[config.mk]
export PLATFORM = sky130hd
export DESIGN_NAME = sha256_msg_padder
export DESIGN_NICKNAME = d
export VERILOG_FILES = /design/src/rtl/sha256_msg_padder_pkg.sv /design/src/rtl/sha256_word_asm.sv /design/src/rtl/sha256_msg_padder.sv
export SDC_FILE = /design/constraint.sdc
export NUM_CORES = 1
export LEC_CHECK = 0
export BUFFER_PORTS_ARGS = -buffer_cell sky130_fd_sc_hd__buf_2
export CELL_PAD_IN_SITES_DETAIL_PLACEMENT = 0
export CELL_PAD_IN_SITES_GLOBAL_PLACEMENT = 1
export CORE_MARGIN = 4
export CORE_UTILIZATION = 47
export CTS_CLUSTER_SIZE = 24
export DETAILED_ROUTE_END_ITERATION = 16
export GPL_TIMING_DRIVEN = 1
export HOLD_SLACK_MARGIN = 0.03
export PLACE_DENSITY = 0.94
export SLEW_MARGIN = 20
export SYNTH_ARGS = -nofsm -noshare
export SYNTH_HDL_FRONTEND = slang
export SYNTH_SLANG_ARGS = --single-unit
[constraint.sdc]
create_clock -name clk -period 4.3 [get_ports clk]
set_input_delay 0.86 -clock clk [delete_from_list [all_inputs] [get_ports clk]]
set_output_delay 0.86 -clock clk [all_outputs]
set_load 0.1 [all_outputs]
[src/rtl/sha256_msg_padder_pkg.sv]
// Shared constants and types for the SHA-256 message padder.
//   SHA_BLOCK_WORDS : 32-bit words per 512-bit block
//   PAD_MARKER      : byte appended right after the last message byte
//   LEN_FIELD_W     : width of the trailing message-length field in bits
//   PAD_LAST_IDX    : last word index of zero fill before the length words
//   pad_state_e     : padder sequencing states
package sha256_msg_padder_pkg;

  localparam int unsigned SHA_BLOCK_WORDS = 16;
  localparam logic [7:0]  PAD_MARKER      = 8'h80;
  localparam int unsigned LEN_FIELD_W     = 64;
  localparam logic [3:0]  PAD_LAST_IDX    = 4'(SHA_BLOCK_WORDS - 3);

  typedef enum logic [1:0] {
    StData,
    StPadz,
    StLenHi,
    StLenLo
  } pad_state_e;

endpackage

[src/rtl/sha256_word_asm.sv]
// Byte-to-word assembler with end-of-message marker insertion.
// Collects up to three bytes and completes a big-endian word on the fourth
// byte, or early on the final byte of a message by appending the 0x80 marker
// and zero fill.
// Ports:
//   clk, rst_n    : clock, synchronous active-low reset
//   clr_i         : discard any partially assembled bytes
//   push_i        : byte_i is accepted this cycle
//   last_i        : the accepted byte ends the message
//   byte_i        : message byte
//   word_o        : completed word (meaningful when done_o is high)
//   done_o        : a word is completed this cycle
//   mark_pend_o   : final byte filled the word; the marker needs a word of its own
module sha256_word_asm
  import sha256_msg_padder_pkg::*;
(
  input  logic        clk,
  input  logic        rst_n,
  input  logic        clr_i,
  input  logic        push_i,
  input  logic        last_i,
  input  logic [7:0]  byte_i,
  output logic [31:0] word_o,
  output logic        done_o,
  output logic        mark_pend_o
);

  logic [23:0] asm_q, asm_d;
  logic [1:0]  pos_q, pos_d;

  // Bytes already held occupy the upper lanes; the marker follows the new byte.
  always_comb begin
    word_o = '0;
    case (pos_q)
      2'd0:    word_o = {byte_i, PAD_MARKER, 16'h0000};
      2'd1:    word_o = {asm_q[7:0], byte_i, PAD_MARKER, 8'h00};
      2'd2:    word_o = {asm_q[15:0], byte_i, PAD_MARKER};
      default: word_o = {asm_q, byte_i};
    endcase
  end

  assign done_o      = push_i && (last_i || (pos_q == 2'd3));
  assign mark_pend_o = push_i && last_i && (pos_q == 2'd3);

  always_comb begin
    asm_d = asm_q;
    pos_d = pos_q;
    if (clr_i || done_o) begin
      asm_d = '0;
      pos_d = '0;
    end else if (push_i) begin
      asm_d = {asm_q[15:0], byte_i};
      pos_d = pos_q + 2'd1;
    end
  end

  always_ff @(posedge clk) begin
    if (!rst_n) begin
      asm_q <= '0;
      pos_q <= '0;
    end else begin
      asm_q <= asm_d;
      pos_q <= pos_d;
    end
  end

endmodule

[src/rtl/sha256_msg_padder.sv]
// Streaming SHA-256 message padder: turns a byte stream into padded 512-bit
// blocks emitted as sixteen big-endian 32-bit words, with 0x80 marker, zero
// fill and a 64-bit big-endian bit-length trailer.
// Optional feature: define SHA_PAD_OVF_ERR_EN to add the sticky ovf_err
// output, flagged when the byte counter wraps.
// Ports:
//   clk, rst_n            : clock, synchronous active-low reset
//   in_byte/in_valid/in_last/in_ready : byte input handshake, in_last marks final byte
//   out_word/out_idx      : message word and its index within the block
//   out_blk_last          : high with word 15 of the message's final block
//   out_valid/out_ready   : word output handshake
//   ovf_err               : (optional) byte counter overflowed, sticky until reset
module sha256_msg_padder
  import sha256_msg_padder_pkg::*;
#(
  parameter int unsigned LEN_W = 32
) (
  input  logic        clk,
  input  logic        rst_n,
  input  logic [7:0]  in_byte,
  input  logic        in_valid,
  input  logic        in_last,
  output logic        in_ready,
  output logic [31:0] out_word,
  output logic [3:0]  out_idx,
  output logic        out_blk_last,
  output logic        out_valid,
  input  logic        out_ready
`ifdef SHA_PAD_OVF_ERR_EN
  ,
  output logic        ovf_err
`endif
);

  pad_state_e state_q, state_d;

  logic [LEN_W-1:0]       cnt_q;
  logic [3:0]             widx_q;
  logic                   mark_q;
  logic [31:0]            out_word_q;
  logic [3:0]             out_idx_q;
  logic                   out_blk_last_q;
  logic                   out_valid_q;

  logic                   slot_free;
  logic                   byte_acc;
  logic                   load;
  logic [31:0]            load_word;
  logic [LEN_FIELD_W-1:0] len_bits;

  logic [31:0] asm_word;
  logic        asm_done;
  logic        asm_mark_pend;

  // Output register may be refilled in the same cycle it is drained.
  assign slot_free = !out_valid_q || out_ready;
  assign byte_acc  = in_valid && in_ready;
  assign len_bits  = {{(LEN_FIELD_W - LEN_W - 3){1'b0}}, cnt_q, 3'b000};

  sha256_word_asm u_word_asm (
    .clk         (clk),
    .rst_n       (rst_n),
    .clr_i       (load && (state_q == StLenLo)),
    .push_i      (byte_acc),
    .last_i      (in_last),
    .byte_i      (in_byte),
    .word_o      (asm_word),
    .done_o      (asm_done),
    .mark_pend_o (asm_mark_pend)
  );

  // State register
  always_ff @(posedge clk) begin
    if (!rst_n) begin
      state_q <= StData;
    end else begin
      state_q <= state_d;
    end
  end

  // Next-state logic
  always_comb begin
    state_d = state_q;
    case (state_q)
      StData: begin
        if (byte_acc && in_last) begin
          // Marker word at index 13 leaves exactly room for the length words.
          if (!asm_mark_pend && (widx_q == PAD_LAST_IDX)) begin
            state_d = StLenHi;
          end else begin
            state_d = StPadz;
          end
        end
      end
      StPadz: begin
        if (slot_free && (widx_q == PAD_LAST_IDX)) state_d = StLenHi;
      end
      StLenHi: begin
        if (slot_free) state_d = StLenLo;
      end
      StLenLo: begin
        if (slot_free) state_d = StData;
      end
      default: state_d = StData;
    endcase
  end

  // Output / control decode
  always_comb begin
    in_ready  = 1'b0;
    load      = 1'b0;
    load_word = '0;
    case (state_q)
      StData: begin
        in_ready  = slot_free;
        load      = asm_done;
        load_word = asm_word;
      end
      StPadz: begin
        load      = slot_free;
        load_word = mark_q ? {PAD_MARKER, 24'h000000} : 32'h0000_0000;
      end
      StLenHi: begin
        load      = slot_free;
        load_word = len_bits[63:32];
      end
      StLenLo: begin
        load      = slot_free;
        load_word = len_bits[31:0];
      end
      default: ;
    endcase
  end

  // Datapath: byte counter, word index, pending marker, output register
  always_ff @(posedge clk) begin
    if (!rst_n) begin
      cnt_q          <= '0;
      widx_q         <= '0;
      mark_q         <= 1'b0;
      out_word_q     <= '0;
      out_idx_q      <= '0;
      out_blk_last_q <= 1'b0;
      out_valid_q    <= 1'b0;
    end else begin
      if (load && (state_q == StLenLo)) begin
        cnt_q <= '0;
      end else if (byte_acc) begin
        cnt_q <= cnt_q + LEN_W'(1);
      end

      if (byte_acc && asm_mark_pend) begin
        mark_q <= 1'b1;
      end else if (load && (state_q == StPadz)) begin
        mark_q <= 1'b0;
      end

      if (load) begin
        widx_q         <= widx_q + 4'd1;
        out_word_q     <= load_word;
        out_idx_q      <= widx_q;
        out_blk_last_q <= (state_q == StLenLo);
        out_valid_q    <= 1'b1;
      end else if (out_ready) begin
        out_valid_q <= 1'b0;
      end
    end
  end

`ifdef SHA_PAD_OVF_ERR_EN
  logic ovf_q;

  always_ff @(posedge clk) begin
    if (!rst_n) begin
      ovf_q <= 1'b0;
    end else if (byte_acc && (&cnt_q)) begin
      ovf_q <= 1'b1;
    end
  end

  assign ovf_err = ovf_q;
`endif

  assign out_word     = out_word_q;
  assign out_idx      = out_idx_q;
  assign out_blk_last = out_blk_last_q;
  assign out_valid    = out_valid_q;

endmodule

# Yosys cells after proc, flatten, opt, wreduce, memory -nomap -nowiden
# Cells that the tools add are included.
# totals
wordCells,62
reg_bits,103
inputBits,13
out_inout_bits,39
# classes
add_sub_neg,3
n_reduce_logical,22
n_mux,15
n_bitwise,1
n_eq_ne,11
# ops
operator,count
$pmux 32 s4,1
$pmux 32 s3,1
$add 32x1->32 const B,1
$mux 32,1
$mux 2,5
$logic_and 1x1->1,9
$eq 2x2->1 const B,4
$ne 2x2->1 const B,4
$pmux 2 s4,1
$mux 1,5
$add 4x1->4 const B,1
$eq 2x1->1 const B,2
$eq 4x4->1 const B,1
$logic_not 2->1,2
$reduce_and 4->1,1
$reduce_bool 2->1,2
$reduce_or 2->1,2
$logic_or 1x1->1,3
$reduce_or 3->1,1
$add 2x1->2 const B,1
$logic_not 1->1,2
$pmux 1 s2,1
$not 1->1,1

# Depth between registers and ports, before layout
# Gate-level depths: netlist (run 1).
# logic_depth
ltp_word,11
mapped_depth,9
ltp_nobuf,7

# Cells and area by module
# Synthesis (run 1) repeated with hierarchy kept, for this count alone.
# unflattened
hier_cells,645
hier_area_um2,5464.0
# modules_own_cells
mod,n_inst,cells_per_inst,seq_area_each_um2,area_per_inst_um2
sha256_msg_padder,1,459,1541.5,3754.9
sha256_word_asm,1,186,520.5,1709.1

# Worst setup path before layout (run 1)
# OpenSTA, ideal clock, no wires.
# synth_timing
path_kind,in2out
startpoint,input out_ready
endpoint,output in_ready
required_ps,3440
arrival_ps,1930
path_stages,3
path_buffers,1
slack_ps,1510
cell_sequence,or2b_1 > clkbuf_1 > and2_1
# synth_via
elab_chain_len,2
# synth_rtl
element,line_no,text
"start, declared",sha256_msg_padder.sv:28,input logic out_ready
$logic_or 1x1->1,sha256_msg_padder.sv:56,assign slot_free = !out_valid_q || out_ready;
$mux 1,sha256_msg_padder.sv:113,case (state_q)
"end, declared",sha256_msg_padder.sv:23,"output logic in_ready,"
# No other way between the ends.

# Worst setup path in the final report (run 1)
# layout_timing
startpoint,register state_q[1]
endpoint,register cnt_q[30]
# layout_via
elab_chain_len,7
word_cells_on_any_way,11
cone_classes,eq/ne: 3; mux: 2; reduce/logical: 6
# layout_rtl
element,line_no,text
"start, declared",sha256_msg_padder.sv:35,"pad_state_e state_q, state_d;"
"start signal, assigned",sha256_msg_padder.sv:75,state_q <= StData;
"start signal, assigned",sha256_msg_padder.sv:77,state_q <= state_d;
$logic_not 2->1,sha256_msg_padder.sv:113,
$mux 1,sha256_msg_padder.sv:113,
$logic_and 1x1->1,sha256_msg_padder.sv:57,assign byte_acc = in_valid && in_ready;
$logic_and 1x1->1,sha256_word_asm.sv:42,assign done_o = push_i && (last_i || (pos_q == 2'd3));
$pmux 1 s2,sha256_msg_padder.sv:113,
$logic_and 1x1->1,sha256_msg_padder.sv:146,if (load && (state_q == StLenLo)) begin
$reduce_or 2->1 (no source line),-,
"end signal, assigned",sha256_msg_padder.sv:149,cnt_q <= cnt_q + LEN_W'(1);
"end, declared",sha256_msg_padder.sv:37,logic [LEN_W-1:0] cnt_q;
# Several ways; a longest one is shown, not always the timed one.
# A chain may end at the register's enable or synchronous reset.

==> run_results.csv, run 1 <==
group,metric,value,unit
floorplan,die_h,109,um
sta,max-slew-margin-rel,0.366,
final_layout,final_cell_mix,"dfxtp_1, nand2_1, nor2_1, a21oi_1, buf_2",
final_layout,multi_input_area,2510,um2
setup_path,cp-endpoint,"cnt_q[30]",
worst_hold_path,hold_path.class,"flop to flop",
sta,max_freq,0.376,GHz
synthesis,synthMuxAreaShare,0,
floorplan,ios,52,
floorplan,num_rows,36,
synthesis,synth_adder_area_share,0.0315,
synthesis,synthFlopType,"dfxtp_1",
clocking,cts_made_buffers,9,
synthesis,yosysSeqAreaShare,0.433,
setup_path,crit_required,4.62,ns
global_routing,overflow,0,
floorplan,coreArea,9820,um2
synthesis,synth.net_count,618,
sta,setup_slack,1.64,ns
drt,viasPerCell,5.94,
setup_path,r2r.worst_path.cells,7,
setup_path,r2r_end,"cnt_q[30]",
synthesis,yosys-top-cells-area,"dfxtp_1, nand2_1, nor2_1, a21oi_1, o21ai_0",
placement,finalWeightedCongestion,0.884,
sta,worst_pin_slew,0.949,ns
sta,finalSetupViolCount,0,
final_layout,instances_no_fill,763,
clocking,clock_latency,0.38,ns
setup_path,startpoint,"state_q[1]",
sta,fin_setup_tns,0,ns
final_layout,drive_above_1_share,0.137,
drt,routed_wl,13.0,mm
synthesis,synth_cells,593,
global_routing,grt_usage,0.228,
setup_path,r2r_slack,1.64,ns
placement,place_ws,1.39,ns
power,finalPower,4510,uW
floorplan,chipWidth,109,um
drt,drcViolationCount,0,
synthesis,yosys.area.top_type,"dfxtp_1",
power,p_leak,0.00190,uW
floorplan,start_util,0.485,
global_routing,grt_pass1_vias,4056,
sta,fin_skew,0.00998,ns
synthesis,async_flop_share,0,
setup_path,end_kind,"flop",
placement,port_buffers,51,
synthesis,yosysWarnings,0,
global_routing,grt_pass1_wl,20.9,mm
setup_path,cp_max_fo,10,
status,status,"complete, no violations",
synthesis,ys_types,45,
synthesis,synth-edff-count,0,
clocking,cts_setup_buffers,0,
clocking,cts.clk_slew.worst_paths,0.10,ns
synthesis,yosys.area.top_type_share,0.433,
drt,via_count,4529,
clocking,clock-sinks,103,
drt,drt_iter0_markers,532,
clocking,root_buffer,"clkbuf_8",
power,power_density,843,nW/um2
global_routing,antenna_found_initial,1,
clocking,cts_tree,"built",
drt,wire_per_inst,17.1,um
final_layout,layout.cells.most_common,"dfxtp_1",
clocking,cts_max_level,3,
synthesis,synth_top_family_by_area,"simple AND/OR/NAND/NOR gates",
synthesis,synth_xor_area_frac,0.0405,
final_layout,num-fill-cells,935,
synthesis,synth_compound_area_frac,0.218,
final_layout,area_growth_syn_to_layout,12.4,%
setup_path,start_kind,"flop",
final_layout,ff_latch_area,2060,um2
floorplan,dieArea,11800,um2
setup_path,timing.rr.start,"state_q[1]",
clocking,clk_path_buf_depth,2,
sta,rsz0062_at_grt,"false",
power,vdd_drop_max,0.488,mV
synthesis,synth_seq_cells,103,
sta,slew_viol_final,0,
sta,finalHoldViolCount,0,
clocking,ctsHoldBuffers,0,
synthesis,synth_area_per_cell,8.03,um2
synthesis,synth-simple-area-share,0.234,
setup_path,path_class,"flop to flop",
final_layout,diodes,0,
sta,period_share,0.618,
placement,place_inst,747,
global_routing,grt_max_degree,37,
job,maxCapViolations,0,
synthesis,syn_area,4760,um2
clocking,ctsResizeCount,0,
sta,min_period,2.66,ns
setup_path,worstPathArrival,2.97,ns
drt,firstDrtPassIters,7,
final_layout,nNetsFinal,650,
placement,post-dp-hpwl,9.23,mm
drt,ant_nets,0,
[Yosys cell counts (all sizes together) (2+ instances only)]
cell type    n
a211oi      12
a311oi       6
a22oi        9
nor3        12
or3          9
o211ai       4
dfxtp      103
or4b         2
buf          6
a221oi      13
ha          12
o21ai       36
and4         3
xnor2        6
o31ai        4
nand3       11
and3b        2
xor2        16
a21oi       52
or2          2
a31oi        2
or4          6
inv         11
nand4       15
and2         4
and3         2
a222oi      17
o22ai        2
nor2b        2
clkbuf      36
nor2        70
nand2       99
[worst max-delay path: stages (launching register included)]
cell	delay, ns
dfxtp_1	0.35
inv_1	0.13
ha_1	0.24
nand2_1	0.19
or3_1	0.40
or4b_1	0.67
or4_1	0.45
a21oi_1	0.16
[state kept, by name, summed over array words and instances (netlist names)]
| signal | cells |
|---|---|
| out_blk_last | 1 |
| cnt_q | 32 |
| u_word_asm.pos_q | 2 |
| state_q | 2 |
| u_word_asm.asm_q | 24 |
| out_word | 32 |
| widx_q | 4 |
| out_idx | 4 |
| mark_q | 1 |
| out_valid | 1 |
[cell families after synthesis]
logic type,after synthesis
AO/OA/AOI/OAI,159
XOR/XNOR,22
adder cells (fa/ha/maj),12
buffers and inverters,53
flip-flops,103
AND/OR/NAND/NOR,244
[worst min path at each step]
stage,cells past startpoint,to,from,slack (ns)
finish,2,out_idx[0],out_idx[0],0.45
global route,2,u_word_asm.asm_q[22],u_word_asm.asm_q[22],0.48
CTS,2,out_idx[0],out_idx[0],0.46
detailed placement,2,out_idx[0],out_idx[0],0.44
global placement,2,out_idx[3],out_idx[3],0.44
floorplan,2,u_word_asm.asm_q[16],u_word_asm.asm_q[16],0.44
[cell type report]
class                   instances  area share
repair buffers                 63      0.0645
well taps                     133      0.0311
inverters                      11     0.00772
clock buffers                   9      0.0231
flip-flops and latches        103       0.385
multi-input cells             437       0.469
clock inverters                 7      0.0194
[per-layer routing]
layer  vias to the layer above  global-route usage  wire length [um]
met2                       186               0.368              6040
met3                        22              0.0432              1010
met5                         -                   0                13
met1                      2130               0.309              5650
li1                       2189                   -                 -
met4                         2              0.0766               323
[report_power, final]
group	total, uW	internal [uW]	switching [uW]
combinational	2520	506	2010
sequential	1300	1160	138
clock	693	335	358
total	4510	2000	2510
[stage by stage]
stage | util | hold slack [ns] | cell area [um2]
after global placement | 0.522 | 0.437 | 5120
after detailed placement | 0.522 | 0.441 | 5120
after CTS | 0.545 | 0.455 | 5350
after floorplan | - | 0.437 | 4760
after global routing | 0.545 | 0.484 | 5350
final | 0.545 | 0.452 | 5350
Note: power is estimated with default switching activity, not from simulation.
==> run 2, diff against run 1 <==
--- a/config.mk
+++ b/config.mk
@@ -5,16 +5,17 @@
 export SDC_FILE = /design/constraint.sdc
 export NUM_CORES = 1
 export LEC_CHECK = 0
+export ABC_AREA = 1
 export BUFFER_PORTS_ARGS = -buffer_cell sky130_fd_sc_hd__buf_2
 export CELL_PAD_IN_SITES_DETAIL_PLACEMENT = 0
 export CELL_PAD_IN_SITES_GLOBAL_PLACEMENT = 1
 export CORE_MARGIN = 4
-export CORE_UTILIZATION = 47
+export CORE_UTILIZATION = 42
 export CTS_CLUSTER_SIZE = 24
 export DETAILED_ROUTE_END_ITERATION = 16
 export GPL_TIMING_DRIVEN = 1
 export HOLD_SLACK_MARGIN = 0.03
-export PLACE_DENSITY = 0.94
+export PLACE_DENSITY = 0.88
 export SLEW_MARGIN = 20
 export SYNTH_ARGS = -nofsm -noshare
 export SYNTH_HDL_FRONTEND = slang
==> constraint.sdc (replaced) <==
create_clock -name clk -period 2.6 [get_ports clk]
set_input_delay 0.52 -clock clk [delete_from_list [all_inputs] [get_ports clk]]
set_output_delay 0.52 -clock clk [all_outputs]
set_load 0.1 [all_outputs]
==> run 2 against run 1 <==
Compared with the run above:
- die area is 24% higher
- sequential share of layout area down 4.4 points
- sequential power rose by 59%
- clock power is 95% higher
- critical path depth fell by 2
- critical endpoint is now in_ready
- largest power group unchanged
==> run_results.csv, run 2 <==
group,metric,value,unit
drt,ant_nets,0,
placement,place_area,5750,um2
synthesis,yosysSeqAreaShare,0.384,
power,p_leak,0.00258,uW
clocking,ctsResizeCount,0,
clocking,cts_tree,"built",
floorplan,dieArea,14700,um2
sta,min_period,2.14,ns
floorplan,chipWidth,121,um
final_layout,instances_no_fill,1019,
global_routing,grt_pass1_vias,4445,
global_routing,overflow,0,
final_layout,drive_above_1_share,0.119,
drt,wl_met2,6.33,mm
drt,top_layer,"met4",
drt,routed_wl,14.7,mm
synthesis,synth-edff-count,0,
drt,via_count,5030,
final_layout,area_growth_syn_to_layout,12.4,%
synthesis,synth_area_per_cell,6.70,um2
clocking,ctsHoldBuffers,0,
synthesis,yosysWarnings,0,
placement,post-dp-hpwl,11.2,mm
final_layout,layout.cells.most_common,"nand2_1",
final_layout,postLayoutCoreUtil,0.481,
final_layout,fin_area,6040,um2
final_layout,nNetsFinal,867,
setup_path,start_kind,"flop",
drt,wl_met3,838,um
final_layout,ff_latch_area,2060,um2
synthesis,synth_seq_cells,103,
synthesis,synth-simple-area-share,0.316,
clocking,cts.clk_slew.worst_paths,0.07,ns
job,maxCapViolations,0,
clocking,root_buffer,"clkbuf_16",
global_routing,grt_pass1_wl,23.9,mm
synthesis,synth_top_family_by_area,"simple AND/OR/NAND/NOR gates",
placement,port_buffers,51,
clocking,cts_setup_buffers,0,
synthesis,ys_types,34,
drt,drt_iter0_markers,507,
floorplan,start_util,0.428,
sta,fin_skew,0.00827,ns
sta,slew_viol_final,0,
synthesis,async_flop_share,0,
placement,finalWeightedCongestion,0.900,
synthesis,syn_area,5380,um2
sta,finalHoldViolCount,0,
final_layout,num-fill-cells,1299,
drt,viasPerCell,4.94,
synthesis,synthFlopType,"dfxtp_1",
setup_path,cpMostUsedCell,"inv_1",
final_layout,multi_input_area,2740,um2
synthesis,yosys.area.top_type_share,0.384,
final_layout,final_cell_mix,"nand2_1, nor2_1, inv_1, dfxtp_1, o21ai_0",
floorplan,ios,52,
floorplan,die_h,121,um
drt,firstDrtPassIters,7,
setup_path,critical_path.max_stage_delay,0.42,ns
drt,wl_met1,7.13,mm
global_routing,antenna_found_initial,0,
clocking,cts_made_buffers,9,
worst_hold_path,hold_path.class,"flop to flop",
global_routing,grt_usage,0.208,
synthesis,synth_compound_area_frac,0.140,
sta,fin_setup_tns,0,ns
floorplan,coreArea,12600,um2
setup_path,cp_max_fo,4,
setup_path,slowest_stage,"buf_2",
clocking,clock_latency,0.35,ns
synthesis,synth_cells,803,
synthesis,synth_commonest_cells,"nand2_1, nor2_1, dfxtp_1, inv_1, o21ai_0",
synthesis,yosysMostFrequentCell,"nand2_1",
placement,place_inst,1003,
setup_path,end_kind,"output pin",
sta,max-slew-margin-rel,0.567,
clocking,cts_max_level,3,
setup_path,path_class,"flop to output pin",
synthesis,synth_xor_area_frac,0.0244,
drt,drcViolationCount,0,
setup_path,worstPathCellList,"inv_1 > ha_1 > inv_1 > nor2_2 > buf_2",
synthesis,synth_adder_area_share,0.0279,
power,vdd_drop_max,0.458,mV
floorplan,num_rows,41,
power,power_density,1170,nW/um2
synthesis,yosys-top-cells-area,"dfxtp_1, nand2_1, nor2_1, o21ai_0, inv_1",
drt,wire_per_inst,14.5,um
synthesis,yosys.area.top_type,"dfxtp_1",
clocking,clk_path_buf_depth,2,
sta,worst_pin_slew,0.648,ns
setup_path,crit_required,2.08,ns
setup_path,worstPathArrival,1.62,ns
clocking,clock-sinks,103,
sta,period_share,0.824,
sta,rsz0062_at_grt,"false",
global_routing,grt_max_degree,44,
sta,finalSetupViolCount,0,
final_layout,diodes,0,
synthesis,synthMuxAreaShare,0,
sta,max_freq,0.467,GHz
status,status,"complete, no violations",
synthesis,synth.net_count,828,
## run 2: changes by cell type in the layout (fill, tap and decap cells not counted), sizes merged, moves of 13 or more
cell,change
o21ai,+52
nand2,+75
inv,+94
a21oi,-30
a222oi,-17
a221oi,-13
nor2,+93
nand3,+26
## run 2: worst max-delay path, delay by kind of cell, from the launching register on
family                   cells  cell delay [ns]
buffers and inverters        3             0.61
flip-flops                   1             0.33
adder cells (fa/ha/maj)      1             0.24
AND/OR/NAND/NOR              1             0.09
## run 2: cell families (layout without fill, tap and decap cells)
kind of cell,Yosys count,in the layout
adder cells (fa/ha/maj),12,12
AND/OR/NAND/NOR,396,396
AO/OA/AOI/OAI,138,138
buffers and inverters,139,183
XOR/XNOR,15,15
flip-flops,103,103
## run 2: worst paths after layout
| check | slack [ns] | startpoint | end | cells past startpoint |
|---|---|---|---|---|
| max reg2reg | 0.54 | state_q[1] | out_word[15] | 10 |
| max | 0.46 | state_q[1] | in_ready | 5 |
| min reg2reg | 0.46 | out_word[23] | out_word[23] | 2 |
| min | 0.46 | out_word[23] | out_word[23] | 2 |
## run 2: final cells by class
| class | instances | share of cell area |
|---|---|---|
| tap | 172 | 0.0356 |
| clock inverter | 3 | 0.00704 |
| inverter | 108 | 0.0671 |
| sequential | 103 | 0.341 |
| multi-input combinational | 561 | 0.453 |
| timing repair buffer | 59 | 0.0543 |
| clock buffer | 13 | 0.0414 |
## run 2: through the flow
stage / hold slack, ns / total power [uW] / setup WS (ns)
2_1_floorplan: 0.450 / 5160 / 0.319
3_3_place_gp: 0.457 / 5730 / 0.587
3_5_place_dp: 0.456 / 5730 / 0.539
4_1_cts: 0.466 / 7100 / 0.431
5_1_grt: 0.494 / 7430 / 0.351
6_report: 0.465 / 7040 / 0.458
## run 2: power by group
group | internal, uW | switching [uW]
combinational | 644 | 2980
clock | 772 | 579
sequential | 1900 | 179
total | 3310 | 3730
## run 2: layer usage
layer,vias up,track usage
met5,-,0
met4,0,0.0931
met3,22,0.0303
met2,143,0.309
met1,2245,0.299
li1,2620,-
